$ cat src/rtl/fib_chk_pkg.sv
// Shared types, seeds and address-window helper for the Fibonacci table write checker.
package fib_chk_pkg;

  typedef enum logic [1:0] {
    IDLE = 2'd0,
    RUN  = 2'd1,
    DONE = 2'd2
  } state_e;

  localparam logic [31:0] SEED0 = 32'd1;
  localparam logic [31:0] SEED1 = 32'd1;

  // Widened arithmetic so a window ending at the top of the address space cannot wrap.
  function automatic logic addr_in_window(input logic [31:0] addr,
                                          input logic [31:0] base,
                                          input logic [31:0] count);
    logic [33:0] lim;
    lim = {2'b00, base} + {count, 2'b00};
    return ({2'b00, addr} >= {2'b00, base}) && ({2'b00, addr} < lim);
  endfunction

endpackage

$ cat src/rtl/fib_seq_gen.sv
// Expected-value generator: walks the Fibonacci chain one step per advance strobe.
module fib_seq_gen
  import fib_chk_pkg::*;
(
  input  logic        clk,
  input  logic        clr,
  input  logic        adv,
  output logic [31:0] exp_val
);

  logic [31:0] f1_r;
  logic [31:0] f2_r;
  logic [1:0]  step_r;

  // The first two indices return the seeds; afterwards the sum of the previous two.
  always_comb begin
    exp_val = f1_r + f2_r;
    case (step_r)
      2'd0:    exp_val = SEED0;
      2'd1:    exp_val = SEED1;
      default: exp_val = f1_r + f2_r;
    endcase
  end

  // Chain advances on the expected value, never on observed data, so errors do not cascade.
  always_ff @(posedge clk) begin
    if (clr) begin
      f1_r   <= SEED1;
      f2_r   <= SEED0;
      step_r <= 2'd0;
    end else if (adv) begin
      f2_r   <= f1_r;
      f1_r   <= exp_val;
      step_r <= (step_r == 2'd2) ? 2'd2 : step_r + 2'd1;
    end
  end

endmodule

$ cat config.mk
export PLATFORM = sky130hd
export DESIGN_NAME = fib_seq_gen
export DESIGN_NICKNAME = d
export VERILOG_FILES = /design/src/rtl/fib_chk_pkg.sv /design/src/rtl/fib_seq_gen.sv
export SDC_FILE = /design/constraint.sdc
export NUM_CORES = 1
export LEC_CHECK = 0
export ABC_AREA = 1
export CORE_ASPECT_RATIO = 1.25
export CORE_UTILIZATION = 48
export CTS_CLUSTER_SIZE = 16
export DETAILED_ROUTE_END_ITERATION = 6
export PLACE_DENSITY = 0.69
export SYNTH_ARGS = -nofsm -noshare
export SYNTH_HDL_FRONTEND = slang
export SYNTH_SLANG_ARGS = --single-unit
$ cat constraint.sdc
create_clock -name clk -period 2.3 [get_ports clk]
set_input_delay 0.46 -clock clk [delete_from_list [all_inputs] [get_ports clk]]
set_output_delay 0.46 -clock clk [all_outputs]
set_load 0.005 [all_outputs]
==> flow_metrics.tcl, run 1 <==
set metrics [dict create \
    power.total_uw 4120 \
    cpMostUsedCell "nand2_2" \
    syn_inst 831 \
    track_usage_pct 33.5 \
    synth_top_cell_by_area "dfxtp_1" \
    postRouteAntennaNets 0 \
    cp_slowest_stage_delay_ps 340 \
    yosys_warnings 0 \
    setup_violations 32 \
    critPathTopFamily "simple AND/OR/NAND/NOR gates" \
    ys_ff_latch 66 \
    avgSynthCellArea_sq_um 5.87 \
    status "finished, violations left" \
    finClkSkew_ps 6.46 \
    syn-num-nets 868 \
    tightest_slew_ps 541 \
    worst_ep_required_time_ps 1840 \
    yosys-top-cells-area "dfxtp_1 (27%), nand2_1 (19%), inv_1 (11%), nor2_1 (9.2%), ha_1 (8.5%)" \
    cp-end-kind "primary output" \
    core_area_sq_um 9760 \
    power_density_nw_per_um2 518 \
    irDropWorstVdd_mv 0.429 \
    finalHoldViolations 0 \
    root_buffer "clkbuf_16" \
    arrival_ps 2340 \
    period_needed_ps 2800 \
    hp-class "flop to flop" \
    synth_top_area_share_pct 27.1 \
    final_common_cell "nand2_1" \
    worstSkewPairLatency_ps 340 \
    drc 0 \
    cp_slowest_cell "dfxtp_2" \
    cp_cell_sequence "ha_4, nand2_2, nand2_2, nand2_1, nand2_2, a21oi_4, nand2_4, buf_4, nand2_2, nand2_1, nand2_1, nand3_2, inv_1, dlygate4sd2_1" \
    maxSlewHeadroom_pct 63.9 \
    drtIter0Drc 474 \
    grt_pass1_wl_mm 27.9 \
    cts.hold.buffers_added 0 \
    dp_hpwl_mm 10.5 \
    wire_per_inst_microns 17.7 \
    grt_pass1_vias 6063 \
    cts_tree "yes" \
    maxClockFrequency_mhz 357 \
    placed_cell_area_sq_um 5880 \
    clk_pin_slew_ps 60 \
    yosysSeqAreaShare_pct 27.1 \
    grt_setup_unrepaired "yes" \
    finalWorstSetupSlack_ps -500 \
    drv_slew 0 \
    fin_crit_sh_pct 122 \
    diodes 0 \
    grt_max_degree 60 \
    num_vias 6235 \
    grt_overflow 0 \
    cellLeakagePower_uw 0.00426 \
    via_per_inst 5.51 \
    start_util_pct 49.9 \
    fin_area_sq_um 7950 \
    syn_area_sq_um 4870 \
    rows 40 \
    ctsHtreeMaxLevel 3 \
    io_pins 35 \
    antenna_found_initial 0 \
    cts.sinks 66 \
    area_growth_pct 63.2 \
    dieHeight_microns 115 \
    dr.pass1.iters 5 \
    mostFrequentLayoutCells "nand2_1 (168), inv_1 (119), buf_4 (102)" \
    fp.dieW_microns 92.1 \
    design.die.area_sq_um 10600 \
    path_class "flop to primary output" \
    max-cap-violations 0 \
    clockBufferDepth 2 \
    gp_congestion 0.899 \
    failed_checks "setup timing" \
    finalWirelength_mm 20.0 \
    cts-buffers-inserted 9 \
    portBuffers 34 \
    crit_buf_inv 3 \
    crit_path_max_fanout 4 \
    drive_gt1_share_pct 46.7 \
    fin_nets 1037 \
    synth.distinct_cells 30 \
    critPathLaunchType "flop" \
]
cells by family after synthesis:
family	count (synthesis)	share of synthesized area, %
xor+xnor	1	0.180
simple gates	438	37.7
fa+ha+maj	34	8.88
buf+inv	169	13.1
flops	66	27.1
compound gates	123	13.1
power by group:
group	internal [uW]	switching [uW]	total (uW)
Clock	1060	559	1620
Combinational	563	645	1210
Sequential	1220	70.3	1290
Total	2850	1270	4120
metal layers:
| metal | share of wire, % | up-vias | track usage, % | routed length [microns] |
|---|---|---|---|---|
| met5 | 0 | - | 0 | 0 |
| met4 | 6.4 | 0 | 17.6 | 1280 |
| met3 | 6.5 | 108 | 5.91 | 1310 |
| met2 | 50 | 321 | 63.0 | 10100 |
| met1 | 37 | 2899 | 35.2 | 7300 |
| li1 | - | 2907 | - | - |
tightest hold or removal path, cell delays in order (launching register included):
cell,delay [ps]
dfxtp_2,320
inv_1,70
a21oi_1,70
per-stage QoR:
| step | util (%) | setup TNS, ps | instances | worst slack [ps] | hold WS (ps) |
|---|---|---|---|---|---|
| 3_3_place_gp | 60.3 | -8340 | 1047 | -405 | 441 |
| 6_report | 81.5 | -10060 | 1131 | -500 | 502 |
| 2_1_floorplan | - | 0 | 831 | 116 | 433 |
| 4_1_cts | 76.5 | -6900 | 1113 | -373 | 493 |
| 3_5_place_dp | 60.3 | -9470 | 1047 | -467 | 459 |
| 5_1_grt | 81.5 | -11820 | 1131 | -567 | 521 |
synthesized netlist by cell type:
cell	n
o21bai_1	3
a211oi_1	1
fa_1	1
or3_1	1
nand4_1	3
inv_2	2
buf_2	2
a21oi_1	53
nand3_1	36
or2_2	1
and2_1	1
nor2_2	3
nand2_2	7
o21ai_1	1
o21ai_0	61
nor2_1	120
dfxtp_1	66
buf_1	1
inv_1	143
ha_1	33
a21o_1	1
nand3b_1	8
nand3b_4	1
clkinv_1	1
nand3_2	9
a21oi_2	3
nand2_1	245
clkbuf_1	20
xor2_1	1
nor3_1	3
state kept, by name (all words and copies together) (netlist names):
register and cells:
step_r 2, f2_r 32, f1_r 32
cell type report:
cell class	count	area (sq um)
Multi-Input combinational cell	596	4050
Timing Repair Buffer	181	1480
Sequential cell	66	1380
Clock inverter	6	115
Tap cell	126	158
Clock buffer	10	229
Fill cell	626	1810
Inverter	146	551
worst paths after layout:
kind	to	slack, ps	start	cells past startpoint
hold / removal	step_r[0]$_SDFFE_PP0P_	500	step_r[0]$_SDFFE_PP0P_	2
setup / recovery	exp_val[21]	-500	f1_r[10]$_SDFFE_PP0P_	14
setup reg to reg	f1_r[11]$_SDFFE_PP0P_	-50	f2_r[6]$_SDFFE_PP0P_	16
hold reg to reg	step_r[0]$_SDFFE_PP0P_	500	step_r[0]$_SDFFE_PP0P_	2
what timing repair did:
item / CTS / global route
pin swaps: 68 / 71
setup endpoints to repair: 32 / 32
cloned: 0 / 0
setup buffers: 51 / 29
resized for setup: 341 / 129
Note: power is estimated with default switching activity, not from simulation.
==> inputs of run 2 (changes only) <==
--- a/config.mk
+++ b/config.mk
@@ -7,6 +7,7 @@
 export LEC_CHECK = 0
 export ABC_AREA = 1
 export CORE_ASPECT_RATIO = 1.25
+export CORE_MARGIN = 1.5
 export CORE_UTILIZATION = 48
 export CTS_CLUSTER_SIZE = 16
 export DETAILED_ROUTE_END_ITERATION = 6
==> run 2 against run 1 <==
Net effect:
- the flow still finishes with violations (setup timing)
- worst setup slack got worse by 210 ps
- maximum frequency decreased by 7.0%
- design area increased by 1.7%
- register-to-register slack got worse by 180 ps
- die area increased by 2.0%
- worst hold slack improved by 25 ps
- routed wire length increased by 10%
- sequential share of layout area decreased by 0.33 points
- critical endpoint is now exp_val[14]
==> flow_metrics.tcl, run 2 (synthesis gave the netlist of run 1 again) <==
set metrics [dict create \
    drtIter0Drc 635 \
    postRouteAntennaNets 0 \
    num_vias 6515 \
    irDropWorstVdd_mv 0.337 \
    grt_pass1_wl_mm 27.8 \
    arrival_ps 2550 \
    status "finished, violations left" \
    track_usage_pct 32.8 \
    clockBufferDepth 2 \
    drive_gt1_share_pct 49.6 \
    cts.hold.buffers_added 0 \
    cts.sinks 66 \
    start_util_pct 49.9 \
    fin_util_pct 82.9 \
    finalWorstSetupSlack_ps -712 \
    wire_per_inst_microns 19.3 \
    setup_violations 35 \
    cellLeakagePower_uw 0.00437 \
    rows 40 \
    swShare_pct 33.3 \
    cts-buffers-inserted 9 \
    max-cap-violations 0 \
    io_pins 35 \
    comb_power_share_pct 32.1 \
    maxSlewHeadroom_pct 43.6 \
    dp_hpwl_mm 10.2 \
    p_sw_uw 1350 \
    dr.pass1.iters 5 \
    fin_crit_sh_pct 131 \
    area_growth_pct 66.0 \
    hp-class "flop to flop" \
    cp_slowest_stage_delay_ps 340 \
    power_frac_seq_pct 32.1 \
    fp.dieW_microns 93.1 \
    cpMostUsedCell "nand2_2" \
    root_buffer "clkbuf_16" \
    finalHoldViolations 0 \
    dieHeight_microns 116 \
    failed_checks "setup timing" \
    fin_tns_setup_ps -11940 \
    critPathLaunchType "flop" \
    antenna_found_initial 0 \
    grt_overflow 0 \
    placed_cell_area_sq_um 5910 \
    fin_area_sq_um 8090 \
    worstSkewPairLatency_ps 350 \
    worst_ep_required_time_ps 1840 \
    fin_nets 1049 \
    power_density_nw_per_um2 500 \
    finalWirelength_mm 22.0 \
    cp_slowest_cell "nor3_4" \
    drv_slew 0 \
    maxClockFrequency_mhz 332 \
    portBuffers 34 \
    clock_power_share_pct 35.8 \
    core_area_sq_um 9760 \
    via_per_inst 5.70 \
    period_needed_ps 3010 \
    p_int_uw 2700 \
    tightest_slew_ps 846 \
    reg_top3 "f1_r x32, f2_r x32, step_r x2" \
    finClkSkew_ps 10.0 \
    ctsHtreeMaxLevel 3 \
    design.die.area_sq_um 10800 \
    grt_pass1_vias 6055 \
    fill_cells 576 \
    grt_max_degree 89 \
    drc 0 \
    crit_path_max_fanout 5 \
    post-place-ws_ps -480 \
    grt_setup_unrepaired "yes" \
    cp_cell_sequence "ha_4, nand2_1, inv_2, nand2_2, nor3_4, nand2_2, nand2_2, buf_6, nor2_4, nand3b_1, inv_1, buf_2" \
    gp_congestion 0.954 \
    final_common_cell "nand2_1" \
    clk_pin_slew_ps 60 \
    diodes 0 \
    mostFrequentLayoutCells "nand2_1 (161), buf_4 (116), inv_1 (113)" \
    cts_tree "yes" \
    cp-end-kind "primary output" \
    path_class "flop to primary output" \
]
[run 2: cell type report]
type	count	area (sq um)	share of cell area [%]
multi-input cells	596	4130	51.0
inverters	146	551	6.80
well taps	126	158	1.95
clock inverters	6	65.1	0.804
repair buffers	193	1580	19.6
clock buffers	10	239	2.95
flip-flops and latches	66	1370	17.0
[run 2: metrics by stage]
step / hold slack [ps] / power [uW] / cells
2_1_floorplan: 433 / 1730 / 831
3_3_place_gp: 443 / 2080 / 1051
3_5_place_dp: 453 / 2110 / 1051
4_1_cts: 491 / 3760 / 1122
5_1_grt: 547 / 4180 / 1143
6_report: 527 / 4040 / 1143
[run 2: final timing paths]
check,start,endpoint,slack (ps),cells past startpoint
worst min register to register,step_r[0]$_SDFFE_PP0P_,step_r[0]$_SDFFE_PP0P_,530,2
worst min-delay path,step_r[0]$_SDFFE_PP0P_,step_r[0]$_SDFFE_PP0P_,530,2
worst max register to register,f2_r[5]$_SDFFE_PP0P_,f1_r[6]$_SDFFE_PP0P_,-230,17
worst max-delay path,f2_r[13]$_SDFFE_PP0P_,exp_val[14],-710,12
[run 2: power by group through the flow]
stage	clock (uW)	sequential [uW]	combinational (uW)
floorplan	0	1270	457
global placement	0	1280	808
detailed placement	0	1280	825
CTS	1440	1290	1030
global route	1500	1300	1380
finish	1450	1300	1300
[run 2: layer usage]
metal | up-vias | global-route usage (%) | routed length, microns
li1 | 2937 | - | -
met1 | 3006 | 34.7 | 7630
met2 | 404 | 60.8 | 10800
met3 | 168 | 6.30 | 1820
met4 | 0 | 17.5 | 1840
met5 | - | 0 | 0
[run 2: worst max-delay path, delay by kind of cell (launching register included)]
kind	cells	cell delay [ps]
adders and majority gates	1	310
buffers and inverters	4	440
DFF	1	330
and+or+nand+nor	7	1130
[run 2: timing repair]
action,CTS,global route
setup endpoints to repair,32,34
setup buffers,56,35
pin swaps,64,62
gates resized for setup,328,170
==> variant, RTL diff (flow settings as in run 1) <==
Add an input register stage for `clr` and `adv`, without a reset; this delays them by one clock.
--- a/src/rtl/fib_seq_gen.sv
+++ b/src/rtl/fib_seq_gen.sv
@@ -8,4 +8,12 @@
   output logic [31:0] exp_val
 );
+
+  logic clr_q;
+  logic adv_q;
+
+  always_ff @(posedge clk) begin
+    clr_q <= clr;
+    adv_q <= adv;
+  end
 
   logic [31:0] f1_r;
@@ -25,9 +33,9 @@
   // Chain advances on the expected value, never on observed data, so errors do not cascade.
   always_ff @(posedge clk) begin
-    if (clr) begin
+    if (clr_q) begin
       f1_r   <= SEED1;
       f2_r   <= SEED0;
       step_r <= 2'd0;
-    end else if (adv) begin
+    end else if (adv_q) begin
       f2_r   <= f1_r;
       f1_r   <= exp_val;
Check against the original RTL: not equivalent (a bounded check fails within 4 cycles, from zero or initial values).
==> variant against run 1 <==
The run still ends with negative setup slack left. Design area rose by 3.4%. Clock skew is 0.0059 ns higher. Worst setup slack worse by 0.13 ns. Wire length up 12%. Non-clock buffer count rose by 25. Sequential cell count is 2 higher. Critical path type unchanged. Hold slack better by 0.0068 ns. Total power is 1.4% higher. Critical endpoint is now exp_val[26]. Area after synthesis grew 0.28%.
==> variant: results (changes against run 1) <==
INFO  place          hpwl_reported_at_the_end_of_detailed_placement=9840um [was 10500 um]
INFO  outcome        status=complete, but fails checks [unchanged]
INFO  logic_synthesis synth-seq-area-share=27.8% [was 27.1%]
INFO  detailed_routing detailroute.via_count=6605 [was 6235]
INFO  timing         timing.max_slew.rel_slack=43.2% [was 63.9%]
INFO  grt            grt_pass1_vias=6530 [was 6063]
INFO  min_path       min-delay-start=f2_r[0]$_SDFFE_PP1P_ [was step_r[0]$_SDFFE_PP0P_]
INFO  grt            grt_pass1_wl=29800um [was 27900 um]
INFO  detailed_routing drt_pass1_iterations=6 [was 5]
INFO  place          dpl_worst_slack=-0.475ns [was -0.467 ns]
INFO  setup_path     timing.critical_path.fanout_max=5 [was 4]
INFO  timing         final-setup-viol-count=35 [was 32]
INFO  setup_path     startpoint=f2_r[5]$_SDFFE_PP0P_ [was f1_r[10]$_SDFFE_PP0P_]
INFO  logic_synthesis yosys-top-cells-area=sky130_fd_sc_hd__dfxtp_1, sky130_fd_sc_hd__nand2_1, sky130_fd_sc_hd__inv_1 [unchanged]
INFO  outcome        violated_checks=negative setup slack [unchanged]
INFO  detailed_routing drt-vias-per-instance=5.72 [was 5.51]
INFO  timing         postLayoutSetupSlackWorst=-0.633ns [was -0.500 ns]
INFO  logic_synthesis syn-num-nets=866 [was 868]
INFO  logic_synthesis synth_cell_types=28 [was 30]
INFO  grt            pin_count_of_the_biggest_net_entering_global_routing=88 [was 60]
INFO  power_and_ir_drop power.leakage=4.47nW [was 4.26 nW]
INFO  cells_and_area final_nets=1060 [was 1037]
INFO  grt            global_route.usage.total=35.7% [was 33.5%]
INFO  power_and_ir_drop power.share.sequential=32.0% [was 31.4%]
INFO  timing         finClkSkew=0.0124ns [was 0.00646 ns]
INFO  cells_and_area share_of_layout_cells_above_drive_strength_1=49.3% [was 46.7%]
==> variant: cell type report <==
cell class | instances | area [um2]
Fill cell | 548 | 1540
Clock buffer | 10 | 239
Sequential cell | 68 | 1420
Inverter | 144 | 556
Clock inverter | 6 | 87.6
Timing Repair Buffer | 206 | 1670
Multi-Input combinational cell | 594 | 4090
Tap cell | 126 | 158
==> variant: metal layers <==
| metal | vias up | global-route usage (%) | routed length (um) |
|---|---|---|---|
| met5 | - | 0 | 0 |
| met4 | 0 | 27.6 | 2190 |
| met3 | 213 | 7.74 | 2050 |
| met2 | 431 | 65.1 | 10500 |
| met1 | 3005 | 35.2 | 7620 |
| li1 | 2956 | - | - |
==> variant: timing repair <==
action,4_1_cts,5_1_grt
pin swaps,73,80
resized for setup,349,153
setup endpoints to repair,32,35
setup buffers,77,31
==> variant: worst min path at each step <==
stage                       endpoint  cells after the start  slack (ns)
5_1_grt        f2_r[28]$_SDFFE_PP0P_                      2        0.53
6_report        f2_r[0]$_SDFFE_PP1P_                      2        0.51
2_1_floorplan   f2_r[0]$_SDFFE_PP1P_                      2        0.43
4_1_cts         f2_r[0]$_SDFFE_PP1P_                      2        0.49
3_3_place_gp    f2_r[0]$_SDFFE_PP1P_                      2        0.44
3_5_place_dp    f2_r[0]$_SDFFE_PP1P_                      2        0.46
==> variant: logic make-up (layout without fill, tap and decap cells) <==
logic type / Yosys count / count (layout) / share of synthesized area (%)
flip-flops: 68 / 68 / 27.8
AO/OA/AOI/OAI: 125 / 125 / 13.4
adder cells (fa/ha/maj): 34 / 34 / 8.86
XOR/XNOR: 1 / 1 / 0.179
buffers and inverters: 167 / 366 / 13.1
AND/OR/NAND/NOR: 434 / 434 / 36.6
==> variant: worst min-delay path, delay by kind of cell (launching register included) <==
family,cells,cell delay (ns)
flops,1,0.35
simple gates,2,0.12
